## src/rtl/serial_mag_comparator.sv

```systemverilog
// serial_mag_comparator
//
// Bit-serial unsigned magnitude comparator, MSB first. Two WIDTH-bit
// operands are captured on an in_valid/in_ready handshake, then shifted out
// one bit pair per cycle into a comparator_1bit instance. The first bit pair
// that differs decides the result; equal operands produce eq. The result is
// held on gt/lt/eq and offered with out_valid until out_ready takes it.
//
// Optional build macro: SERIAL_CMP_EARLY_TERM_EN
//   When defined, the block finishes on the cycle of the first differing bit
//   pair instead of always shifting all WIDTH bits. Equal operands still take
//   WIDTH cycles.
//
// Parameters:
//   WIDTH      operand width in bits (>= 2)
//
// Ports:
//   clk        rising-edge clock
//   rst_n      asynchronous active-low reset
//   in_valid   operands a/b valid
//   in_ready   block can accept operands (only in IDLE)
//   a, b       operands
//   out_valid  result valid (DONE state)
//   out_ready  consumer accepts result
//   gt, lt, eq registered comparison result (unsigned)
//   busy       high while an operation is in SHIFT or DONE

module comparator_1bit (
  input  logic a,
  input  logic b,
  output logic gt,
  output logic lt,
  output logic eq
);
  assign gt = a & ~b;
  assign lt = ~a & b;
  assign eq = ~(a ^ b);
endmodule

module serial_mag_comparator #(
  parameter int WIDTH = 8
) (
  input  logic             clk,
  input  logic             rst_n,
  input  logic             in_valid,
  output logic             in_ready,
  input  logic [WIDTH-1:0] a,
  input  logic [WIDTH-1:0] b,
  output logic             out_valid,
  input  logic             out_ready,
  output logic             gt,
  output logic             lt,
  output logic             eq,
  output logic             busy
);

  localparam int CW = (WIDTH > 1) ? $clog2(WIDTH) : 1;

  typedef enum logic [1:0] {
    IDLE  = 2'd0,
    SHIFT = 2'd1,
    DONE  = 2'd2
  } state_t;

  state_t           state;
  logic [WIDTH-1:0] sa;
  logic [WIDTH-1:0] sb;
  logic [CW-1:0]    cnt;
  logic             decided;

  logic bit_gt;
  logic bit_lt;
  logic bit_eq;

  // The current MSBs of the shift registers are the bit pair under test.
  comparator_1bit u_cmp (
    .a  (sa[WIDTH-1]),
    .b  (sb[WIDTH-1]),
    .gt (bit_gt),
    .lt (bit_lt),
    .eq (bit_eq)
  );

  assign in_ready = (state == IDLE);
  assign busy     = (state != IDLE);

  always_ff @(posedge clk or negedge rst_n) begin
    if (!rst_n) begin
      state     <= IDLE;
      sa        <= '0;
      sb        <= '0;
      cnt       <= '0;
      decided   <= 1'b0;
      out_valid <= 1'b0;
      gt        <= 1'b0;
      lt        <= 1'b0;
      eq        <= 1'b0;
    end else begin
      case (state)
        IDLE: begin
          if (in_valid) begin
            sa      <= a;
            sb      <= b;
            cnt     <= CW'(WIDTH - 1);
            decided <= 1'b0;
            gt      <= 1'b0;
            lt      <= 1'b0;
            eq      <= 1'b0;
            state   <= SHIFT;
          end
        end

        SHIFT: begin
          sa  <= sa << 1;
          sb  <= sb << 1;
          cnt <= cnt - CW'(1);

          // Only the first differing bit pair counts; later pairs are
          // less significant and must not override it.
          if (!decided && bit_gt) begin
            gt      <= 1'b1;
            decided <= 1'b1;
          end
          if (!decided && bit_lt) begin
            lt      <= 1'b1;
            decided <= 1'b1;
          end

`ifdef SERIAL_CMP_EARLY_TERM_EN
          if (!decided && !bit_eq) begin
            state     <= DONE;
            out_valid <= 1'b1;
          end else if (cnt == '0) begin
            state     <= DONE;
            out_valid <= 1'b1;
            if (!decided && bit_eq) eq <= 1'b1;
          end
`else
          if (cnt == '0) begin
            state     <= DONE;
            out_valid <= 1'b1;
            // The last pair is still undecided here: eq only if it matches.
            if (!decided && bit_eq) eq <= 1'b1;
          end
`endif
        end

        DONE: begin
          // gt/lt/eq stay as they are in IDLE until the next acceptance.
          if (out_ready) begin
            state     <= IDLE;
            out_valid <= 1'b0;
          end
        end

        default: begin
          state     <= IDLE;
          out_valid <= 1'b0;
        end
      endcase
    end
  end

endmodule
```

## config.mk

```make
export PLATFORM = sky130hd
export DESIGN_NAME = serial_mag_comparator
export DESIGN_NICKNAME = d
export VERILOG_FILES = /design/src/rtl/serial_mag_comparator.sv
export SDC_FILE = /design/constraint.sdc
export NUM_CORES = 1
export LEC_CHECK = 0
export CORE_MARGIN = 2
export CORE_UTILIZATION = 56
export CTS_BUF_LIST = sky130_fd_sc_hd__clkbuf_8
export CTS_CLUSTER_SIZE = 28
export DETAILED_ROUTE_END_ITERATION = 16
export PLACE_DENSITY = 0.87
export SYNTH_ARGS = -nofsm -noshare
export SYNTH_HDL_FRONTEND = slang
export SYNTH_SLANG_ARGS = --single-unit
```

## constraint.sdc

```tcl
create_clock -name clk -period 3.35 [get_ports clk]
set_input_delay 0.67 -clock clk [delete_from_list [all_inputs] [get_ports clk]]
set_output_delay 0.67 -clock clk [all_outputs]
set_load 0.02 [all_outputs]
```

==> results of run 1 <==
-- per-stage QoR --
stage / hold WS, ns / power [mW] / instance area (sq um)
global placement: 0.454 / 1.03 / 1450
global route: 0.516 / 1.35 / 1510
CTS: 0.491 / 1.27 / 1510
finish: 0.482 / 1.26 / 1510
floorplan: 0.374 / 0.928 / 1220
detailed placement: 0.479 / 1.07 / 1450
-- cells in the final DEF, fill, tap and decap left out, types with 3 or more instances in the layout --
| cell type | synthesis | layout |
|---|---|---|
| nor2_1 | 18 | 18 |
| nand2_1 | 5 | 5 |
| ha_1 | 4 | 4 |
| nand3b_1 | 5 | 5 |
| o221a_2 | 5 | 5 |
| a21oi_1 | 19 | 19 |
| o22ai_1 | 9 | 9 |
| inv_1 | 10 | 10 |
| dfrtp_1 | 26 | 26 |
| clkbuf_8 | 0 | 4 |
| clkdlybuf4s50_1 | 0 | 25 |
| o21ai_0 | 3 | 3 |
| nand2b_1 | 3 | 3 |
-- per-layer routing --
layer / global-route usage [%] / up-vias
li1: - / 469
met1: 27.0 / 477
met2: 39.0 / 32
met3: 2.98 / 4
met4: 6.31 / 0
met5: 0 / -
-- cell families (layout without fill, tap and decap cells) --
kind of cell	Yosys count	after routing	synth area share (%)
AO/OA/AOI/OAI	41	41	21.6
adder cells (fa/ha/maj)	4	4	4.09
buffers and inverters	18	41	8.49
flip-flops	26	26	53.2
AND/OR/NAND/NOR	33	33	12.6
-- sequential cells by signal (all words and copies together) (netlist names) --
signal / flops
sa: 8
eq: 1
gt: 1
sb: 8
out_valid: 1
lt: 1
state: 2
cnt: 3
decided: 1
-- final timing paths --
path | end | cells after the start | slack [ns] | start
max | in_ready | 2 | 0.90 | state[0]
min | cnt[0] | 1 | 0.48 | cnt[0]
max reg2reg | cnt[2] | 3 | 1.87 | state[0]
min reg2reg | cnt[0] | 1 | 0.48 | cnt[0]
max in group asynchronous | sa[4] | 2 | 2.34 | rst_n
min in group asynchronous | sb[3] | 2 | 0.76 | rst_n
-- power groups by stage --
stage / sequential, mW / combinational [mW] / clock [mW]
floorplan: 0.531 / 0.397 / 0
global placement: 0.544 / 0.488 / 0
detailed placement: 0.555 / 0.511 / 0
CTS: 0.549 / 0.514 / 0.206
global route: 0.568 / 0.569 / 0.214
finish: 0.551 / 0.509 / 0.201
-- layout make-up --
type,instances,area [sq um]
clock buffer,4,55.1
sequential,26,651
tap,27,33.8
multi-input combinational,78,468
timing repair buffer,26,258
fill,132,495
inverter,11,41.3
==> results_dict.tcl, run 1 <==
set metrics [dict create \
    status "completed" \
    finish.utilization_pct 75.3 \
    gp_congestion 0.791 \
    synth.top_cells.by_count "dfrtp_1, a21oi_1, nor2_1, inv_1, o22ai_1" \
    grt_pass1_vias 983 \
    drtAntennaViolNets 0 \
    cts_tree "yes" \
    max_slew_margin_pct 72.2 \
    coreArea_sq_um 2000 \
    die_h_um 50.7 \
    dr.first_iter.drc_count 29 \
    critPathBufInv 1 \
    ys_seq_area_share_pct 53.2 \
    syn_area_per_cell_sq_um 10.0 \
    ys_warn_count 0 \
    peakVddDrop_mv 0.527 \
    crit_chain "nor2_2 > clkdlybuf4s50_1" \
    grt_first_pass_wirelength_mm 4.26 \
    io_pins 26 \
    synth_area_leaders "dfrtp_1, a21oi_1, nor2_1, o221a_2, o22ai_1" \
    required_ns 2.68 \
    fp.dieW_um 50.7 \
    postCtsSetupRepairBufs 0 \
    cts_htree_levels 1 \
    p_seq_share_pct 43.7 \
    stdcell_count 172 \
    cp-end-kind "primary output" \
    syn_nets 146 \
    power_frac_comb_pct 40.4 \
    syn-cell-area_sq_um 1220 \
    finalSetupTns_ns 0 \
    antenna_found_initial 0 \
    synth_top_area_cell "dfrtp_1" \
    powerDensity_nw_per_um2 838 \
    port_buffers 25 \
    critPathKind "flop to primary output" \
    dieArea_sq_um 2570 \
    power_leakage_nw 0.652 \
    synthMostInstantiatedCell "dfrtp_1" \
    slew_violations 0 \
    antenna_cells 0 \
    crit_slowest_cell "clkdlybuf4s50_1" \
    met1Wirelength_mm 1.08 \
    clock-sinks 26 \
    final_hold_viol_count 0 \
    post_drt_via_cell_ratio 5.71 \
    clock_latency_ns 0.27 \
    overflow 0 \
    synth_flop_cell "dfrtp_1" \
    fin_crit_sh_pct 73.3 \
    grt_util_all_layers_pct 21.7 \
    cp.arrival_ns 1.78 \
    path_clk_slew_ns 0.09 \
    grt_max_degree 27 \
    cts_buffers 3 \
    drt-wirelength-per-cell_um 14.6 \
    synth_top_area_share_pct 53.2 \
    top_layer "met4" \
    wl_met3_um 123 \
    ys_seq_elements 26 \
    start_util_pct 61.1 \
    path_delay_family "buffers and inverters" \
    crit_path_max_fanout 14 \
    worstMarginPinSlew_ns 0.418 \
    firstDrtPassIters 4 \
    rsz0062_at_grt "no" \
    clkPwrFrac_pct 16.0 \
    p_switching_mw 0.464 \
    drt_wl_total_mm 2.50 \
    max_stage_delay_ns 0.67 \
    setup_viol 0 \
    skew_ns 0.00289 \
    setup_ws_ns 0.895 \
    cts_resized 0 \
    cap_violations 0 \
    p_int_mw 0.798 \
    drcViolationCount 0 \
    drive_above_1_share_pct 8.97 \
    synthToLayoutAreaGrowth_pct 23.2 \
    period_needed_ns 2.45 \
    critPathLaunchType "flop" \
    cts_buffer_depth 2 \
    rows 16 \
    ctsHoldBuffers 0 \
    wl_met2_mm 1.28 \
    fmax_mhz 407 \
    sw_frac_of_total_pct 36.8 \
    hold_path_class "flop to flop" \
    dp.cells 168 \
    nets 170 \
    async_flop_share_pct 100 \
    synth_cell_types 23 \
    synth_cells 122 \
    dp_slack_ns 1.20 \
    ctsRootBufferMaster "clkbuf_8" \
    synth-edff-count 0 \
    vias 982 \
    dp_hpwl_mm 1.78 \
]
Power figures use the tool's default switching activity.
==> run 2: changes to the inputs <==
- CORE_UTILIZATION: 56 -> 47
- PLACE_DENSITY: 0.87 -> 0.78
- clock period: 3.35 -> 2.1 ns (I/O delays scaled with it)
==> results_dict.tcl, run 2 (synthesized netlist as in run 1, its figures left out) <==
set metrics [dict create \
    antenna_cells 0 \
    max_stage_delay_ns 0.62 \
    clkPwrFrac_pct 19.2 \
    crit_path_max_fanout 3 \
    path_clk_slew_ns 0.09 \
    dpl-instance-area_sq_um 1490 \
    postCtsSetupRepairBufs 0 \
    fin_area_sq_um 1560 \
    required_ns 1.68 \
    grt_max_degree 27 \
    cts_tree "yes" \
    fp.dieW_um 55 \
    drtAntennaViolNets 0 \
    fill_cells 215 \
    drive_above_1_share_pct 11.4 \
    setup_viol 0 \
    ctsHoldBuffers 0 \
    mostFrequentLayoutCells "dfrtp_1, clkdlybuf4s50_1, a21oi_1" \
    dieArea_sq_um 3030 \
    grt_pass1_vias 933 \
    p_seq_share_pct 39.6 \
    finalSetupTns_ns 0 \
    rows 18 \
    powerDensity_nw_per_um2 1380 \
    crit_chain "nor2_2 > clkdlybuf4s50_1" \
    post_drt_via_cell_ratio 5.49 \
    multi_input_area_sq_um 468 \
    overflow 0 \
    gp_congestion 0.739 \
    drcViolationCount 0 \
    fin_crit_sh_pct 89.3 \
    fmax_mhz 533 \
    drt_wl_total_mm 2.62 \
    sw_frac_of_total_pct 35.4 \
    hold_path_class "flop to flop" \
    cts_htree_levels 1 \
    period_needed_ns 1.88 \
    ctsRootBufferMaster "clkbuf_8" \
    start_util_pct 49.3 \
    dr.first_iter.drc_count 22 \
    nets 174 \
    p_switching_mw 0.761 \
    grt_util_all_layers_pct 19.9 \
    critPathKind "flop to primary output" \
    drt-wirelength-per-cell_um 14.7 \
    synthToLayoutAreaGrowth_pct 27.3 \
    ff_latch_area_sq_um 651 \
    die_h_um 55 \
    cts_buffers 3 \
    firstDrtPassIters 4 \
    power_leakage_nw 0.679 \
    coreArea_sq_um 2480 \
    status "completed" \
    peakVddDrop_mv 0.708 \
    clock_latency_ns 0.27 \
    max_slew_margin_pct 71.2 \
    cts_buffer_depth 2 \
    port_buffers 25 \
    rsz0062_at_grt "no" \
    final_hold_viol_count 0 \
    dp_hpwl_mm 1.79 \
    antenna_found_initial 0 \
    cap_violations 0 \
    critPathBufInv 1 \
    cp-end-kind "primary output" \
    crit_slowest_cell "clkdlybuf4s50_1" \
    clock-sinks 26 \
    worstMarginPinSlew_ns 0.432 \
    path_delay_family "buffers and inverters" \
    finish.utilization_pct 62.8 \
    slew_violations 0 \
    final_common_cell "dfrtp_1" \
    critPathLaunchType "flop" \
    io_pins 26 \
    largestRegisters "sa: 8 flops, sb: 8 flops, cnt: 3 flops" \
    power_frac_comb_pct 41.2 \
    cts_resized 0 \
    timing.hold.ws_ns 0.485 \
    grt_first_pass_wirelength_mm 4.22 \
    vias 982 \
    skew_ns 0.00516 \
    p_int_mw 1.39 \
    cp.arrival_ns 1.46 \
]
-- run 2: cell count changes in the layout (fill, tap and decap cells not counted), sizes merged --
cell    previous run  this run
bufinv             0         1
buf                1         5
clkbuf             4         3
-- run 2: power groups by stage --
| stage | clock [mW] | sequential, mW | combinational (mW) |
|---|---|---|---|
| 2_1_floorplan | 0 | 0.846 | 0.633 |
| 3_3_place_gp | 0 | 0.841 | 0.840 |
| 3_5_place_dp | 0 | 0.851 | 0.882 |
| 4_1_cts | 0.420 | 0.842 | 0.893 |
| 5_1_grt | 0.441 | 0.868 | 0.987 |
| 6_report | 0.412 | 0.850 | 0.886 |
-- run 2: area by class of cell --
class | count | area share [%]
Inverter | 11 | 2.65
Tap cell | 30 | 2.41
Timing Repair Buffer | 30 | 18.5
Clock inverter | 1 | 1.93
Clock buffer | 3 | 2.65
Sequential cell | 26 | 41.8
Multi-Input combinational cell | 78 | 30.1
-- run 2: path summary, 6_finish.rpt --
kind | startpoint | to | slack, ns | cells past startpoint
max reg2reg | state[1] | sa[5] | 0.59 | 4
min reg2reg | cnt[0] | cnt[0] | 0.48 | 1
min | cnt[0] | cnt[0] | 0.48 | 1
max in group asynchronous | rst_n | sb[5] | 1.34 | 2
min in group asynchronous | rst_n | sb[4] | 0.52 | 2
max | state[1] | in_ready | 0.22 | 2
-- run 2: metal layers --
| layer | vias up | track usage [%] | part of all wire (%) |
|---|---|---|---|
| met5 | - | 0 | 0 |
| met4 | 0 | 7.32 | 0.69 |
| met3 | 2 | 3.23 | 6.9 |
| met2 | 33 | 31.3 | 48 |
| met1 | 467 | 27.5 | 45 |
| li1 | 480 | - | - |
-- run 2: worst register-to-register path, cell delays in order, from the launching register on --
cell     delay, ns
dfrtp_1       0.40
buf_4         0.17
inv_1         0.29
nand2_1       0.22
o221a_2       0.32
-- run 2: through the flow --
step | total power [mW] | instances | worst slack [ns]
after floorplan | 1.48 | 122 | 0.629
after global placement | 1.68 | 175 | 0.470
after detailed placement | 1.73 | 175 | 0.433
after CTS | 2.15 | 179 | 0.213
after global routing | 2.30 | 179 | 0.167
final | 2.15 | 179 | 0.224
==> run 3: changes to the inputs <==
- GPL_ROUTABILITY_DRIVEN: default -> 0
- GPL_TIMING_DRIVEN: default -> 0
==> results_dict.tcl, run 3 (synthesized netlist as in run 1, its figures left out) <==
set metrics [dict create \
    status "completed" \
    cts_htree_levels 1 \
    grt_util_all_layers_pct 18.7 \
    finalSetupTns_ns 0 \
    start_util_pct 49.3 \
    ff2ff_setup_slack_ns 0.86 \
    overflow 0 \
    hold_depth 3 \
    r2r-start "state[0]" \
    reg2reg_depth 3 \
    final_common_cell "dfrtp_1" \
    drt_wl_total_mm 2.46 \
    drive_above_1_share_pct 12.7 \
    multi_input_area_sq_um 473 \
    peakVddDrop_mv 0.721 \
    ctsHoldBuffers 0 \
    synthToLayoutAreaGrowth_pct 27.7 \
    fill_cells 222 \
    critPathKind "flop to primary output" \
    p_total_mw 2.06 \
    nets 175 \
    critPathLaunchType "flop" \
    cap_violations 0 \
    fin_crit_sh_pct 86.9 \
    mostFrequentLayoutCells "dfrtp_1, clkdlybuf4s50_1, a21oi_1" \
    ctsRootBufferMaster "clkbuf_8" \
    p_int_mw 1.32 \
    dp_hpwl_mm 1.72 \
    clock_latency_ns 0.27 \
    required_ns 1.68 \
    worstHoldStart "in_valid" \
    rows 18 \
    coreArea_sq_um 2480 \
    cts_buffer_depth 2 \
    cp.arrival_ns 1.40 \
    setup_ws_ns 0.275 \
    power_leakage_nw 0.689 \
    setup_viol 0 \
    vias 996 \
    final_hold_viol_count 0 \
    io_pins 26 \
    powerDensity_nw_per_um2 1320 \
    cts_buffers 3 \
    period_needed_ns 1.82 \
    dp.cells 176 \
    port_buffers 24 \
    grt_max_degree 27 \
    cp-end-kind "primary output" \
    worstMarginPinSlew_ns 1.13 \
    drcViolationCount 0 \
    dieArea_sq_um 3030 \
    slew_violations 0 \
    clkPwrFrac_pct 15.6 \
    cts_tree "yes" \
    stdcell_count 180 \
    drt-wirelength-per-cell_um 13.7 \
    dr.first_iter.drc_count 16 \
    firstDrtPassIters 4 \
    p_switching_mw 0.743 \
    p_seq_share_pct 41.0 \
    hold_path_class "primary input to flop" \
    fmax_mhz 548 \
    fp.dieW_um 55 \
    antenna_found_initial 0 \
    antenna_cells 0 \
    timing.hold.ws_ns 0.430 \
    postCtsSetupRepairBufs 0 \
    grt_pass1_vias 919 \
    skew_ns 0.00670 \
    ff_latch_area_sq_um 651 \
    power_frac_comb_pct 43.4 \
    clock-sinks 26 \
    sw_frac_of_total_pct 36.1 \
    rsz0062_at_grt "no" \
    grt_first_pass_wirelength_mm 3.97 \
    path_clk_slew_ns 0.09 \
    largestRegisters "sa: 8 flops, sb: 8 flops, cnt: 3 flops" \
    die_h_um 55 \
    max_slew_margin_pct 24.4 \
    drtAntennaViolNets 0 \
    post_drt_via_cell_ratio 5.53 \
    crit_path_max_fanout 10 \
    dp_slack_ns 0.179 \
    reg2reg_to "cnt[2]" \
    hold_path_end "sb[0]" \
]
-- run 3: cell count changes in the layout (fill, tap and decap cells not counted), sizes merged --
cell and change:
dlymetal6s2s +1, buf +2, dlygate4sd2 +1, clkdlybuf4s50 -3, clkbuf +1, bufinv -1
-- run 3: layout make-up --
| class | instances | area share, % |
|---|---|---|
| Timing Repair Buffer | 24 | 15.5 |
| Inverter | 11 | 2.64 |
| Clock buffer | 4 | 3.53 |
| Multi-Input combinational cell | 78 | 30.3 |
| Tap cell | 30 | 2.40 |
| Sequential cell | 26 | 41.7 |
| Buffer | 7 | 4.01 |
-- run 3: routing by layer --
layer	up-vias	wire length, um	track usage [%]
met5	-	0	0
met4	0	26	6.10
met3	5	131	4.03
met2	21	1180	33.3
met1	485	1120	22.2
li1	485	-	-
-- run 3: worst max-delay path by stage --
stage	start	to
3_5_place_dp	state[1]	in_ready
4_1_cts	state[1]	busy
3_3_place_gp	state[1]	in_ready
6_report	state[1]	in_ready
2_1_floorplan	state[1]	busy
5_1_grt	state[1]	in_ready
-- run 3: metrics by stage --
stage,area [sq um],utilization [%]
after floorplan,1220,-
after global placement,1500,60.6
after detailed placement,1500,60.6
after CTS,1560,62.9
after global routing,1560,63.0
final,1560,63.0
-- run 3: critical path, cell delays in order, from the launching register on --
cell and delay [ns]:
dfrtp_1 0.38, buf_2 0.19, nor2_4 0.21, dlygate4sd2_1 0.36
-- run 3: power by group through the flow --
stage,Sequential [mW],Clock (mW),Combinational (mW)
global route,0.870,0.355,1.01
global placement,0.843,0,0.876
CTS,0.843,0.324,0.907
detailed placement,0.851,0,0.906
finish,0.845,0.321,0.895
floorplan,0.846,0,0.633
-- run 3: repair_timing --
| action | CTS | global route |
|---|---|---|
| gates resized for setup | 2 | 1 |
| hold endpoints to repair | 0 | 0 |
| endpoints found under the setup margin | 2 | 1 |
